$ cat src/rtl/seq_detect_arbiter_pkg.sv
// Shared definitions for the seq_detect_arbiter slice.
// Provides the sequencer and detector state encodings, the requester count,
// default word width and pattern, the match counter width, and two helpers:
// a saturating counter increment and the detector's overlap transition.
package seq_arb_pkg;

    localparam int unsigned N_REQ       = 4;
    localparam int unsigned REQ_W       = 2;
    localparam int unsigned DEF_WIDTH   = 8;
    localparam logic [3:0]  DEF_PATTERN = 4'b1011;
    localparam int unsigned CNT_W       = 3;

    typedef enum logic [2:0] {
        IDLE,
        CLEAR,
        SHIFT,
        DRAIN,
        REPORT
    } arb_state_e;

    // Detector state = number of pattern bits currently matched.
    typedef enum logic [1:0] {
        DET_S0,
        DET_S1,
        DET_S2,
        DET_S3
    } det_state_e;

    function automatic logic [CNT_W-1:0] sat_inc(input logic [CNT_W-1:0] v);
        return (v == {CNT_W{1'b1}}) ? v : v + CNT_W'(1);
    endfunction

    // One detector step: returns {full_match, next_matched_len}.
    // The history is the matched prefix of pat followed by b; the next state
    // is the longest proper suffix of that history that is a prefix of pat,
    // which is what makes overlapping occurrences count.
    function automatic logic [2:0] det_step(input logic [3:0] pat,
                                            input logic [1:0] st,
                                            input logic       b);
        logic [4:0] p5;
        logic [4:0] hv;
        logic [4:0] mask;
        logic [4:0] want;
        logic [1:0] nxt;
        logic       full;
        p5   = {1'b0, pat};
        hv   = ((p5 >> (4 - int'(st))) << 1) | 5'(b);
        nxt  = 2'd0;
        full = 1'b0;
        mask = '0;
        want = '0;
        for (int k = 1; k <= 4; k++) begin
            if (k <= int'(st) + 1) begin
                mask = 5'((1 << k) - 1);
                want = p5 >> (4 - k);
                if ((hv & mask) == want) begin
                    if (k == 4) begin
                        full = 1'b1;
                    end else begin
                        nxt = 2'(k);
                    end
                end
            end
        end
        return {full, nxt};
    endfunction

endpackage

$ cat src/rtl/seq_detect_arbiter_if.sv
// Requester-side bus of seq_detect_arbiter.
//   req[N_REQ]            job request per requester
//   data[N_REQ*WIDTH]     requester i word at [WIDTH*i +: WIDTH]
//   grant[N_REQ]          one-hot owner of the detector
//   busy                  job in progress
//   done                  one-cycle result strobe
//   done_id, match_count  result, held until the next report
// master = requester side, slave = arbiter side.
interface seq_detect_arbiter_if #(
    parameter int unsigned WIDTH = seq_arb_pkg::DEF_WIDTH
);

    logic [seq_arb_pkg::N_REQ-1:0]       req;
    logic [seq_arb_pkg::N_REQ*WIDTH-1:0] data;
    logic [seq_arb_pkg::N_REQ-1:0]       grant;
    logic                                busy;
    logic                                done;
    logic [seq_arb_pkg::REQ_W-1:0]       done_id;
    logic [seq_arb_pkg::CNT_W-1:0]       match_count;

    modport master (
        output req, data,
        input  grant, busy, done, done_id, match_count
    );

    modport slave (
        input  req, data,
        output grant, busy, done, done_id, match_count
    );

endinterface

$ cat src/rtl/seq_detect_arbiter_pattern_detector.sv
// Serial overlapping detector for a 4-bit pattern, MSB received first.
//   clk, reset  clock and synchronous active-high reset
//   clear       synchronous return to the start state
//   in          serial bit
//   out         registered pulse the cycle after the bit completing PATTERN
module pattern_detector
    import seq_arb_pkg::*;
#(
    parameter logic [3:0] PATTERN = DEF_PATTERN
) (
    input  logic clk,
    input  logic reset,
    input  logic clear,
    input  logic in,
    output logic out
);

    det_state_e state_q, state_d;
    logic       out_q, out_d;
    logic [2:0] step_c;

    // State and pulse registers.
    always_ff @(posedge clk) begin
        if (reset || clear) begin
            state_q <= DET_S0;
            out_q   <= 1'b0;
        end else begin
            state_q <= state_d;
            out_q   <= out_d;
        end
    end

    // Transition and pulse generation.
    always_comb begin
        state_d = state_q;
        out_d   = 1'b0;
        step_c  = det_step(PATTERN, state_q, in);
        state_d = det_state_e'(step_c[1:0]);
        out_d   = step_c[2];
    end

    assign out = out_q;

endmodule

$ cat src/rtl/seq_detect_arbiter.sv
// Round-robin arbiter sharing one serial pattern detector among N_REQ
// requesters. A granted word is latched, cleared into the detector, shifted
// MSB first, drained one cycle and its overlapping match count reported.
//   clk, reset  clock and synchronous active-high reset
//   bus         seq_detect_arbiter_if slave: req/data in,
//               grant/busy/done/done_id/match_count out (all registered)
module seq_detect_arbiter
    import seq_arb_pkg::*;
#(
    parameter int unsigned WIDTH   = DEF_WIDTH,
    parameter logic [3:0]  PATTERN = DEF_PATTERN
) (
    input  logic clk,
    input  logic reset,
    seq_detect_arbiter_if.slave bus
);

    localparam int unsigned      IDX_W   = (WIDTH > 1) ? $clog2(WIDTH) : 1;
    localparam logic [IDX_W-1:0] IDX_TOP = IDX_W'(WIDTH - 1);

    arb_state_e       state_q, state_d;
    logic [WIDTH-1:0] word_q, word_d;
    logic [IDX_W-1:0] idx_q, idx_d;
    logic [CNT_W-1:0] cnt_q, cnt_d;
    logic [CNT_W-1:0] mc_q, mc_d;
    logic [REQ_W-1:0] owner_q, owner_d;
    logic [REQ_W-1:0] last_q, last_d;
    logic [REQ_W-1:0] done_id_q, done_id_d;
    logic [N_REQ-1:0] grant_q, grant_d;
    logic             busy_q, busy_d;
    logic             done_q, done_d;

    logic [WIDTH-1:0] words_c [N_REQ];
    logic             sel_vld_c;
    logic [REQ_W-1:0] sel_idx_c;
    logic [REQ_W-1:0] cand_c;
    logic             det_clear_c;
    logic             det_in_c;
    logic             det_out;

    // Split the flat data bus into per-requester words.
    always_comb begin
        for (int i = 0; i < int'(N_REQ); i++) begin
            words_c[i] = bus.data[i*WIDTH +: WIDTH];
        end
    end

    // Round-robin pick: first active request after the last grant, wrapping.
    always_comb begin
        sel_vld_c = 1'b0;
        sel_idx_c = '0;
        cand_c    = '0;
        for (int i = 1; i <= int'(N_REQ); i++) begin
            cand_c = last_q + REQ_W'(i);
            if (!sel_vld_c && bus.req[cand_c]) begin
                sel_vld_c = 1'b1;
                sel_idx_c = cand_c;
            end
        end
    end

    pattern_detector #(
        .PATTERN (PATTERN)
    ) u_det (
        .clk   (clk),
        .reset (reset),
        .clear (det_clear_c),
        .in    (det_in_c),
        .out   (det_out)
    );

    // Sequencer registers.
    always_ff @(posedge clk) begin
        if (reset) begin
            state_q   <= IDLE;
            word_q    <= '0;
            idx_q     <= '0;
            cnt_q     <= '0;
            owner_q   <= '0;
            last_q    <= REQ_W'(N_REQ - 1);
            grant_q   <= '0;
            busy_q    <= 1'b0;
            done_q    <= 1'b0;
            done_id_q <= '0;
            mc_q      <= '0;
        end else begin
            state_q   <= state_d;
            word_q    <= word_d;
            idx_q     <= idx_d;
            cnt_q     <= cnt_d;
            owner_q   <= owner_d;
            last_q    <= last_d;
            grant_q   <= grant_d;
            busy_q    <= busy_d;
            done_q    <= done_d;
            done_id_q <= done_id_d;
            mc_q      <= mc_d;
        end
    end

    // Next-state and registered-output logic.
    always_comb begin
        state_d     = state_q;
        word_d      = word_q;
        idx_d       = idx_q;
        cnt_d       = cnt_q;
        owner_d     = owner_q;
        last_d      = last_q;
        grant_d     = grant_q;
        busy_d      = 1'b0;
        done_d      = 1'b0;
        done_id_d   = done_id_q;
        mc_d        = mc_q;
        det_clear_c = 1'b0;
        det_in_c    = 1'b0;

        case (state_q)
            IDLE: begin
                if (sel_vld_c) begin
                    state_d = CLEAR;
                    word_d  = words_c[sel_idx_c];
                    owner_d = sel_idx_c;
                    last_d  = sel_idx_c;
                    grant_d = N_REQ'(1) << sel_idx_c;
                end
            end
            CLEAR: begin
                det_clear_c = 1'b1;
                cnt_d       = '0;
                idx_d       = IDX_TOP;
                state_d     = SHIFT;
            end
            SHIFT: begin
                det_in_c = word_q[idx_q];
                // The first shift cycle sees the pulse register just cleared.
                if (det_out && (idx_q != IDX_TOP)) begin
                    cnt_d = sat_inc(cnt_q);
                end
                if (idx_q == '0) begin
                    state_d = DRAIN;
                end else begin
                    idx_d = idx_q - IDX_W'(1);
                end
            end
            DRAIN: begin
                // Fold in the pulse produced by the final bit.
                cnt_d     = det_out ? sat_inc(cnt_q) : cnt_q;
                mc_d      = cnt_d;
                done_d    = 1'b1;
                done_id_d = owner_q;
                state_d   = REPORT;
            end
            REPORT: begin
                grant_d = '0;
                state_d = IDLE;
            end
            default: begin
                grant_d = '0;
                state_d = IDLE;
            end
        endcase

        busy_d = (state_d != IDLE);
    end

    assign bus.grant       = grant_q;
    assign bus.busy        = busy_q;
    assign bus.done        = done_q;
    assign bus.done_id     = done_id_q;
    assign bus.match_count = mc_q;

endmodule

$ cat src/flat_wrapper.sv
// flat-port wrapper written by rule: the top's interface ports become plain ports
module seq_detect_arbiter_flat import seq_arb_pkg::*;
#(
    parameter int unsigned WIDTH   = DEF_WIDTH,
    parameter logic [3:0]  PATTERN = DEF_PATTERN
)
  (clk, reset, bus_req, bus_data, bus_grant, bus_busy, bus_done, bus_done_id, bus_match_count);
  seq_detect_arbiter_if #(.WIDTH(WIDTH)) bus_i ();
  input  logic clk;
  input  logic reset;
  input wire logic [$bits(bus_i.req)-1:0] bus_req;
  input wire logic [$bits(bus_i.data)-1:0] bus_data;
  output wire logic [$bits(bus_i.grant)-1:0] bus_grant;
  output wire logic [$bits(bus_i.busy)-1:0] bus_busy;
  output wire logic [$bits(bus_i.done)-1:0] bus_done;
  output wire logic [$bits(bus_i.done_id)-1:0] bus_done_id;
  output wire logic [$bits(bus_i.match_count)-1:0] bus_match_count;
  assign bus_i.req = bus_req;
  assign bus_i.data = bus_data;
  assign bus_grant = bus_i.grant;
  assign bus_busy = bus_i.busy;
  assign bus_done = bus_i.done;
  assign bus_done_id = bus_i.done_id;
  assign bus_match_count = bus_i.match_count;
  seq_detect_arbiter #(.WIDTH(WIDTH), .PATTERN(PATTERN)) u_core (.clk(clk), .reset(reset), .bus(bus_i));
endmodule
$ cat config.mk
export PLATFORM = sky130hd
export DESIGN_NAME = seq_detect_arbiter_flat
export DESIGN_NICKNAME = d
export VERILOG_FILES = /design/src/rtl/seq_detect_arbiter_pkg.sv /design/src/rtl/seq_detect_arbiter_if.sv /design/src/rtl/seq_detect_arbiter_pattern_detector.sv /design/src/rtl/seq_detect_arbiter.sv /design/src/flat_wrapper.sv
export SDC_FILE = /design/constraint.sdc
export NUM_CORES = 1
export LEC_CHECK = 0
export BUFFER_PORTS_ARGS = -buffer_cell sky130_fd_sc_hd__buf_2
export CELL_PAD_IN_SITES_DETAIL_PLACEMENT = 0
export CELL_PAD_IN_SITES_GLOBAL_PLACEMENT = 1
export CORE_AREA = 2 2 71 73
export CTS_CLUSTER_SIZE = 28
export DETAILED_ROUTE_END_ITERATION = 6
export DIE_AREA = 0 0 73 75
export GPL_ROUTABILITY_DRIVEN = 0
export GPL_TIMING_DRIVEN = 0
export PLACE_DENSITY = 0.77
export SYNTH_ARGS = -nofsm -noshare
export SYNTH_HDL_FRONTEND = slang
export SYNTH_HIERARCHICAL = 1
export SYNTH_SLANG_ARGS = --single-unit
$ cat constraint.sdc
create_clock -name clk -period 3.1 [get_ports clk]
set_input_delay 0.93 -clock clk [delete_from_list [all_inputs] [get_ports clk]]
set_output_delay 0.93 -clock clk [all_outputs]
set_load 0.02 [all_outputs]
After elaboration in Yosys (flattened, before gate mapping)
Cells that the tools add are included.

word-level totals
  flip-flop bits (word level) = 35
  input bits = 38
  logic and storage cells = 108

operators by class
  add/subtract/negate cells = 7
  order comparisons = 10
  equal/unequal tests = 11
  shifts and indexed selects = 2
  muxes and demuxes = 42
  bitwise operators = 4
  reductions and logical operators = 19

operator list
  operator                                                               count
  3-bit by 32-bit <= comparator with 1-bit output, first input constant  2
  2-bit by 32-bit <= comparator with 1-bit output, first input constant  1
  4-bit by 32-bit right shift with 3-bit output, first input constant    1
  2-bit 2-to-1 mux                                                       9
  3-bit 2-to-1 mux                                                       6
  8-bit binary-select mux with 2-bit select                              1
  8-bit 2-to-1 mux                                                       2
  1-bit 2-to-1 mux                                                       14
  2-bit by 3-bit < comparator with 1-bit output, second input constant   4
  3-bit case mux with 4 select lines                                     1
  3-bit case mux with 3 select lines                                     1
  1-bit binary-select mux with 2-bit select                              4
  4-bit case mux with 2 select lines                                     1
  2-bit AND reduction                                                    4
  3-bit by 2-bit == test with 1-bit output, second input constant        2
  3-bit == test, second input constant                                   2
  3-bit zero test                                                        2
  3-bit case mux with 2 select lines                                     1
  3-bit nonzero test                                                     2
  2-bit adder, second input constant                                     2
  4-bit == test, second input constant                                   1
  1-bit logical AND                                                      4
  3-bit by 4-bit < comparator with 1-bit output, second input constant   1
  4-bit 2-to-1 mux                                                       1
  22 further kinds                                                       26

Depth between registers and ports, before layout
Gate-level depths: netlist of the first run.

  depth after elaboration = 17
  depth in mapped cells = 7
  gate-level depth less buffers = 6

Hierarchy
Netlist of the first run, hierarchy kept.

by module, submodules not included
  module              instances  cells each  area each (µm²)  sequential area each (µm²)
  seq_detect_arbiter  1          209         1724.2           640.6
  pattern_detector    1          8           100.1            60.1

Worst setup path after synthesis of the first run
Ideal clock, no wire load.

  path kind = input to register
  start = input port bus_req[1]
  end = register u_core.word_q[3]
  library setup time = 0.134 ns
  data arrival time = 2.145 ns
  required time = 2.966 ns
  slack = 0.821 ns
  stages = 7
  buffers on the path = 2
  cells stage by stage = or3b_1 > o221a_2 > buf_6 > buf_6 > mux2_4 > a21oi_2 > a211oi_1

between the ends
  longest elaborated chain between the ends = 16

RTL lines
  item                                                    RTL line                   source
  start, declared                                         flat_wrapper.sv:11         input wire logic [$bits(bus_i.req)-1:0] bus_req;
  1-bit binary-select mux with 2-bit select               seq_detect_arbiter.sv:55   if (!sel_vld_c && bus.req[cand_c]) begin
  1-bit 2-to-1 mux (not written as such)                  seq_detect_arbiter.sv:55
  1-bit 2-to-1 mux                                        seq_detect_arbiter.sv:55
  1-bit zero test                                         seq_detect_arbiter.sv:55
  1-bit logical AND                                       seq_detect_arbiter.sv:55
  1-bit 2-to-1 mux                                        seq_detect_arbiter.sv:55
  1-bit zero test                                         seq_detect_arbiter.sv:55
  1-bit logical AND                                       seq_detect_arbiter.sv:55
  1-bit 2-to-1 mux                                        seq_detect_arbiter.sv:55
  1-bit zero test                                         seq_detect_arbiter.sv:55
  1-bit logical AND                                       seq_detect_arbiter.sv:55
  2-bit 2-to-1 mux                                        seq_detect_arbiter.sv:55
  2-bit inverter with 3-bit output (not written as such)  seq_detect_arbiter.sv:121  word_d = words_c[sel_idx_c];
  8-bit binary-select mux with 2-bit select               seq_detect_arbiter.sv:121
  8-bit 2-to-1 mux (not written as such) (2 in a row)     seq_detect_arbiter.sv:121
  end signal, assigned                                    seq_detect_arbiter.sv:88   word_q <= word_d;
  end, declared                                           seq_detect_arbiter.sv:22   logic [WIDTH-1:0] word_q, word_d;

Several ways; a longest one is shown, not always the timed one. The select of a mux whose other input is x is not followed.
A chain may end at the register's enable or synchronous reset.

Final worst setup path of the first run
  start = input port bus_req[2]
  end = register u_core.word_q[6]

The elaborated chain is that of the path after synthesis.

==> impl_results.md, run 1 <==
- Status: complete, no violations
- Worst slew pin tran: 0.932 ns
- Initial antenna violation count: 0
- Worst path arrival time: 2.52 ns
- Cts hold-fix bufs: 0
- CTS tree: done
- CTS sink count: 35
- Share of the synthesized area in the top cell type: 38.4%
- Vias in the first global route: 1707
- Synth Area per Inst: 8.41 sq um
- Port buffer count: 48
- Hold path endpoint: u_core/bus.match_count[2]$_SDFFE_PP0P_
- Global-route wire length before repair: 7380 um
- Max-Cap Viols: 0
- Final Net Count: 314
- Clock skew: 0.00639 ns
- Min-Delay Startpoint: u_core/bus.match_count[2]$_SDFFE_PP0P_
- Synth warn: 6
- Cell variety after synth: 46
- Synthesis-to-finish area growth: 23.0%
- Root buffer cell: clkbuf_8
- Fin. max-slew vios: 0
- Vias per inst: 5.29
- Peak Freq: 432 MHz
- Netlist area before placement: 0.00182 sq mm
- Final core utilization: 48.2%
- R2R Path End: u_core/word_q[1]$_SDFFE_PP0P_
- RSZ-0062 raised after global routing: no
- Worst vdd ir: 0.000241 V
- Worst R2R Start: u_core/last_q[1]$_SDFFE_PP1P_
- Post-CTS Resized: 0
- Skew-Pair Late Insertion Delay: 0.29 ns
- Remaining DRCs: 0
- Worst Path Required: 3.30 ns
- Register area share after synthesis: 38.4%
- Core area: 0.00466 sq mm
- Setup TNS: 0 ns
- Placed Instances: 319
- FF-to-FF setup slack: 1.19 ns
- Synth Instances: 217
- CP Capture Type: flip-flop
- DIE AREA: 0.00548 sq mm
- CP Launch Type: input port
- Syn_nets: 259
- Clock transition at path regs: 0.07 ns
- Hold crit path type: flip-flop to flip-flop
- Largest net degree at the start of global routing: 13
- Ports: 49
- Die X: 73 um
- Vias: 1729
- Crit Path Max Fanout: 10
- Post-Layout Cell Count: 327
- Global route total overflow: 0
- Row count: 25
- DRT iter0 DRCs: 63
- Worst Hold Depth: 2
- Critical path type: input port to flip-flop
- DR pass1 iterations: 4
- Post-route minimum period: 2.32 ns
- Synth area leaders: dfxtp_1, nand2_1, a211oi_1
- DP HPWL: 3170 um
- FFs w/ async S/R, synth: 0%
- Fill count: 471
- DR WL/cell: 12.9 um
- Htree depth: 2
- Number of setup buffers added after CTS: 0
- Die H: 75 um
- Post-synth EDFFs: 0
- Primary FF master, synth: dfxtp_1
- Cells on worst reg2reg path: 5
- PD cells: 649 mW/mm^2
- ANT nets after route: 0
- Final wirelength: 4210 um
- Critical path launch point: bus_req[2]
- Pleak: 0.980 nW
- Hold Vio Cnt, Final: 0
- Share of layout cells above drive strength 1: 27.5%
- Slew headroom: 37.9%
- Global Route Usage Sum: 17.3%
- Tcrit/Tclk final: 74.7%
- Diode count: 0
- Final Setup Violations: 0
- CTS Buf Count: 5
- Clock Tree Buf Depth: 2
- Register bit total from synthesis: 35
- Starting density of the core: 39.1%
- Worst hold margin: 0.452 ns
- Cell type with the highest aggregate area in the netlist: dfxtp_1
[cell usage after synthesis, types with 2 or more instances]
| cell | n |
|---|---|
| nor2b_1 | 4 |
| nor3_1 | 10 |
| buf_6 | 2 |
| dfxtp_1 | 35 |
| a21o_1 | 10 |
| buf_2 | 2 |
| a21oi_1 | 18 |
| mux2_2 | 7 |
| nor2_1 | 26 |
| a22oi_1 | 4 |
| clkbuf_1 | 8 |
| mux4_2 | 2 |
| nand2_1 | 29 |
| a211oi_1 | 13 |
| nand2b_1 | 8 |
| nor4_1 | 2 |
| inv_1 | 4 |
| mux2i_1 | 2 |
| ha_1 | 4 |
[state kept, by name (all words and copies together), names as in the netlist, 3 cells and up]
signal	count
u_core/word_q	8
u_core/bus.grant	4
u_core/bus.match_count	3
u_core/cnt_q	3
u_core/idx_q	3
u_core/state_q	3
[critical path, stage by stage]
cell      delay (ns)
buf_2           0.13
nor4_1          0.46
or4_1           0.26
clkbuf_1        0.41
a21oi_1         0.09
a211oi_1        0.23
[how the worst max path moves through the flow]
stage                     slack [ns]  depth (start not counted)                             to
after global routing            0.56                          6  u_core/word_q[7]$_SDFFE_PP0P_
after global placement          0.45                          6  u_core/word_q[6]$_SDFFE_PP0P_
after CTS                       0.76                          6  u_core/word_q[6]$_SDFFE_PP0P_
after floorplan                 0.82                          7  u_core/word_q[3]$_SDFFE_PP0P_
final                           0.78                          6  u_core/word_q[6]$_SDFFE_PP0P_
after detailed placement        0.50                          6  u_core/word_q[6]$_SDFFE_PP0P_
[cell type report]
cell class | instances | area (sq um) | area share (%)
Timing Repair Buffer | 48 | 240 | 10.7
Inverter | 4 | 15.0 | 0.669
Clock buffer | 5 | 68.8 | 3.07
Clock inverter | 3 | 43.8 | 1.95
Sequential cell | 35 | 701 | 31.2
Tap cell | 54 | 67.6 | 3.01
Buffer | 12 | 62.6 | 2.79
Multi-Input combinational cell | 166 | 1050 | 46.6
[cell usage in the layout (no fill, tap or decap), types with 2 or more instances in the layout]
cell type / instances
buf_2: 50
dfxtp_1: 35
nand2_1: 29
nor2_1: 26
a21oi_1: 18
a211oi_1: 13
nor3_1: 10
a21o_1: 10
nand2b_1: 8
clkbuf_1: 8
mux2_2: 7
clkbuf_8: 5
inv_1: 4
nor2b_1: 4
a22oi_1: 4
ha_1: 4
mux4_2: 2
mux2i_1: 2
nor4_1: 2
buf_6: 2
[kinds of logic (layout without fill, tap and decap cells)]
family                   after synthesis  count (layout)  synth area share [%]
multiplexers                          12              12                  8.71
AND/OR/NAND/NOR                       90              90                  23.3
buffers and inverters                 16              72                  4.25
XOR/XNOR                               1               1                 0.480
flip-flops                            35              35                  38.4
AO/OA/AOI/OAI                         59              59                  22.2
adder cells (fa/ha/maj)                4               4                  2.74
[power breakdown]
group / total [mW] / switching [mW] / leakage (nW) / internal [mW]
Clock: 0.408 / 0.168 / 0.0581 / 0.239
Combinational: 0.475 / 0.260 / 0.635 / 0.215
Sequential: 0.574 / 0.0556 / 0.287 / 0.519
[metrics by stage]
stage	power [mW]	instance area, sq um	setup slack (ns)
floorplan	0.933	1820	0.821
global placement	1.06	2130	0.449
detailed placement	1.06	2130	0.502
CTS	1.47	2240	0.765
global route	1.56	2240	0.560
finish	1.46	2240	0.785
[routing by layer]
metal / part of all wire [%] / global-route usage (%)
met1: 48 / 21.4
met2: 47 / 29.3
met3: 3.3 / 3.75
met4: 1.8 / 6.79
met5: 0 / 0
(Power assumes the default switching activity.)
==> run 2, diff against run 1 <==
ABC_AREA = 1   (was default)
CORE_AREA = 2 2 81 83   (was 2 2 71 73)
DIE_AREA = 0 0 83 85   (was 0 0 73 75)
PLACE_DENSITY = 0.74   (was 0.77)
clock period = 2.33 ns   (was 3.1 ns; I/O delays follow)
==> run 2 against run 1 <==
Net effect:
- cell count increased by 43%
- wire length increased by 35%
- worst setup slack got worse by 0.52 ns
- global-route usage decreased by 0.12 points
- clock power increased by 2%
- largest power group is now combinational cells
==> impl_results.md, run 2 <==
- Status: complete, no violations
- Clock Tree Buf Depth: 2 (unchanged)
- Starting density of the core: 36.4% (-2.8 points)
- Vias per inst: 4.97 (-6.0%)
- Hold crit path type: flip-flop to flip-flop
- DIE AREA: 0.00706 sq mm (+29%)
- Remaining DRCs: 0 (unchanged)
- CP Launch Type: flip-flop
- Final Net Count: 430 (+37%)
- Core area: 0.00620 sq mm (+33%)
- Diode count: 0 (unchanged)
- CTS tree: done
- Register bit total from synthesis: 35 (unchanged)
- ANT nets after route: 0 (unchanged)
- Fill count: 632 (+34%)
- Clock skew: 0.00250 ns (-0.00389 ns)
- Most frequent cell after synthesis: nand2_1
- Row count: 29 (+16%)
- Final core utilization: 43.1% (-5.0 points)
- DP HPWL: 4360 um (+37%)
- Primary FF master, synth: dfxtp_1
- Syn_nets: 375 (+45%)
- Post-synth top cells: nand2_1, dfxtp_1, inv_1
- Largest net degree at the start of global routing: 11 (-2)
- Fin. max-slew vios: 0 (unchanged)
- Tcrit/Tclk final: 88.6%
- Cell variety after synth: 36 (-22%)
- Die H: 85 um (+13%)
- Worst path arrival time: 2.28 ns (-0.24 ns)
- Ports: 49 (unchanged)
- Root buffer cell: clkbuf_8
- CTS sink count: 35 (unchanged)
- Synth warn: 6 (unchanged)
- Cells on worst reg2reg path: 6 (+1)
- Register area share after synthesis: 31.0% (-7.4 points)
- Clock transition at path regs: 0.07 ns (about the same)
- RSZ-0062 raised after global routing: no
- Critical-path top delay cell: nor3_1
- Final instance area: 0.00268 sq mm (+19%)
- Most common cell after layout, fill and taps aside: nand2_1
- Vias: 2315 (+34%)
- Global Route Usage Sum: 17.1% (-0.12 points)
- Cell type with the highest aggregate area in the netlist: dfxtp_1
- Slew headroom: 34.6% (-3.3 points)
- FF-to-FF setup slack: 0.26 ns (-0.93 ns)
- Initial antenna violation count: 0 (unchanged)
- Post-CTS Resized: 0 (unchanged)
- DR WL/cell: 12.2 um (-5.4%)
- CP Capture Type: flip-flop
- Global route total overflow: 0 (unchanged)
- Synth Area per Inst: 6.78 sq um (-19%)
- Worst slew pin tran: 0.973 ns (+0.0414 ns)
- Global-route wire length before repair: 9980 um (+35%)
- PD cells: 1550 mW/mm^2 (+140%)
- Cts hold-fix bufs: 0 (unchanged)
- Critical path type: flip-flop to flip-flop
- Post-synth EDFFs: 0 (unchanged)
- Skew-Pair Late Insertion Delay: 0.28 ns (about the same)
- Biggest register: u_core/word_q
- DR pass1 iterations: 4 (unchanged)
- FFs w/ async S/R, synth: 0% (unchanged)
- Highest cell delay on the worst timing path: 0.75 ns (+0.29 ns)
- Synthesis-to-finish area growth: 18.5%
- Pleak: 1.34 nW (+36%)
- CTS Buf Count: 5 (unchanged)
- Netlist area before placement: 0.00226 sq mm (+24%)
- Htree depth: 2 (unchanged)
- Hold Vio Cnt, Final: 0 (unchanged)
- Die X: 83 um (+14%)
- Setup TNS: 0 ns (unchanged)
- Number of setup buffers added after CTS: 0 (unchanged)
- Vias in the first global route: 2237 (+31%)
- Port buffer count: 48 (unchanged)
- Post-route minimum period: 2.07 ns
- Worst vdd ir: 0.000625 V (+160%)
- Synth area leaders: dfxtp_1, nand2_1, a21oi_1
- Largest register FFs: 8 (unchanged)
- Share of the synthesized area in the top cell type: 31.0% (-7.4 points)
- Placed Instances: 458 (+44%)
- Final wirelength: 5680 um (+35%)
- Peak Freq: 484 MHz
- Crit Path Max Fanout: 8 (-2)
- Worst Path Required: 2.54 ns (-0.76 ns)
- Crit path cell chain: inv_1 -> nor3_1 -> nor3_1 -> nor2_1 -> o21ai_0 -> a31oi_1
- Most frequent CP cell: nor3_1
- DRT iter0 DRCs: 78 (+24%)
- Final Setup Violations: 0 (unchanged)
- Max-Cap Viols: 0 (unchanged)
- Share of layout cells above drive strength 1: 26.0% (-1.5 points)
- Most frequent cells in the layout: nand2_1, buf_2, dfxtp_1, inv_1, a21oi_1
- Worst Hold Depth: 2 (unchanged)
- Post-Layout Cell Count: 466 (+43%)
- Synth Instances: 333 (+53%)
- DP Area: 0.00259 sq mm (+22%)
run 2: metrics by stage:
step,power [mW],hold WS [ns],setup slack (ns)
4_1_cts,4.22,0.451,0.278
3_5_place_dp,3.78,0.437,0.0923
6_report,4.15,0.450,0.265
3_3_place_gp,3.77,0.439,0.0803
2_1_floorplan,3.14,0.417,0.445
5_1_grt,4.60,0.466,0.0142
run 2: routing by layer:
metal	vias to the layer above	GRT usage, %	share of wire [%]
met5	-	0	0
met4	0	7.00	2.2
met3	12	3.11	2.7
met2	38	29.7	48
met1	1081	21.1	47
li1	1184	-	-
run 2: worst max-delay path, delay by kind of cell, from the launching register on:
family,cells,cell delay [ns]
and+or+nand+nor,3,1.26
buffers and inverters,1,0.08
AOI/OAI and AO/OA,2,0.31
DFF,1,0.35
run 2: cells by family after synthesis:
logic type | after synthesis | share of synthesized area, %
flip-flops | 35 | 31.0
buffers and inverters | 45 | 9.92
adder cells (fa/ha/maj) | 4 | 2.22
AND/OR/NAND/NOR | 195 | 43.0
XOR/XNOR | 2 | 0.776
AO/OA/AOI/OAI | 52 | 13.0
run 2: layout make-up:
class,instances,area (sq um),area share (%)
tap,77,96.3,3.60
sequential,35,701,26.2
clock buffer,7,76.3,2.85
timing repair buffer,48,240,8.98
clock inverter,1,5.00,0.187
buffer,10,85.1,3.18
inverter,35,139,5.19
multi-input combinational,253,1330,49.8
run 2: where the power goes:
group	total, mW	switching, mW	internal [mW]
registers	0.918	0.127	0.791
clock network	0.418	0.208	0.210
logic	2.82	1.83	0.984
total	4.15	2.17	1.98
run 2: path summary, 6_finish.rpt:
path	endpoint	from
max	u_core/cnt_q[0]$_SDFFE_PP0P_	u_core/state_q[1]$_SDFF_PP0_
min	u_core/u_det/out$_SDFF_PP0_	u_core/u_det/state_q[1]$_SDFF_PP0_
max reg2reg	u_core/cnt_q[0]$_SDFFE_PP0P_	u_core/state_q[1]$_SDFF_PP0_
min reg2reg	u_core/u_det/out$_SDFF_PP0_	u_core/u_det/state_q[1]$_SDFF_PP0_
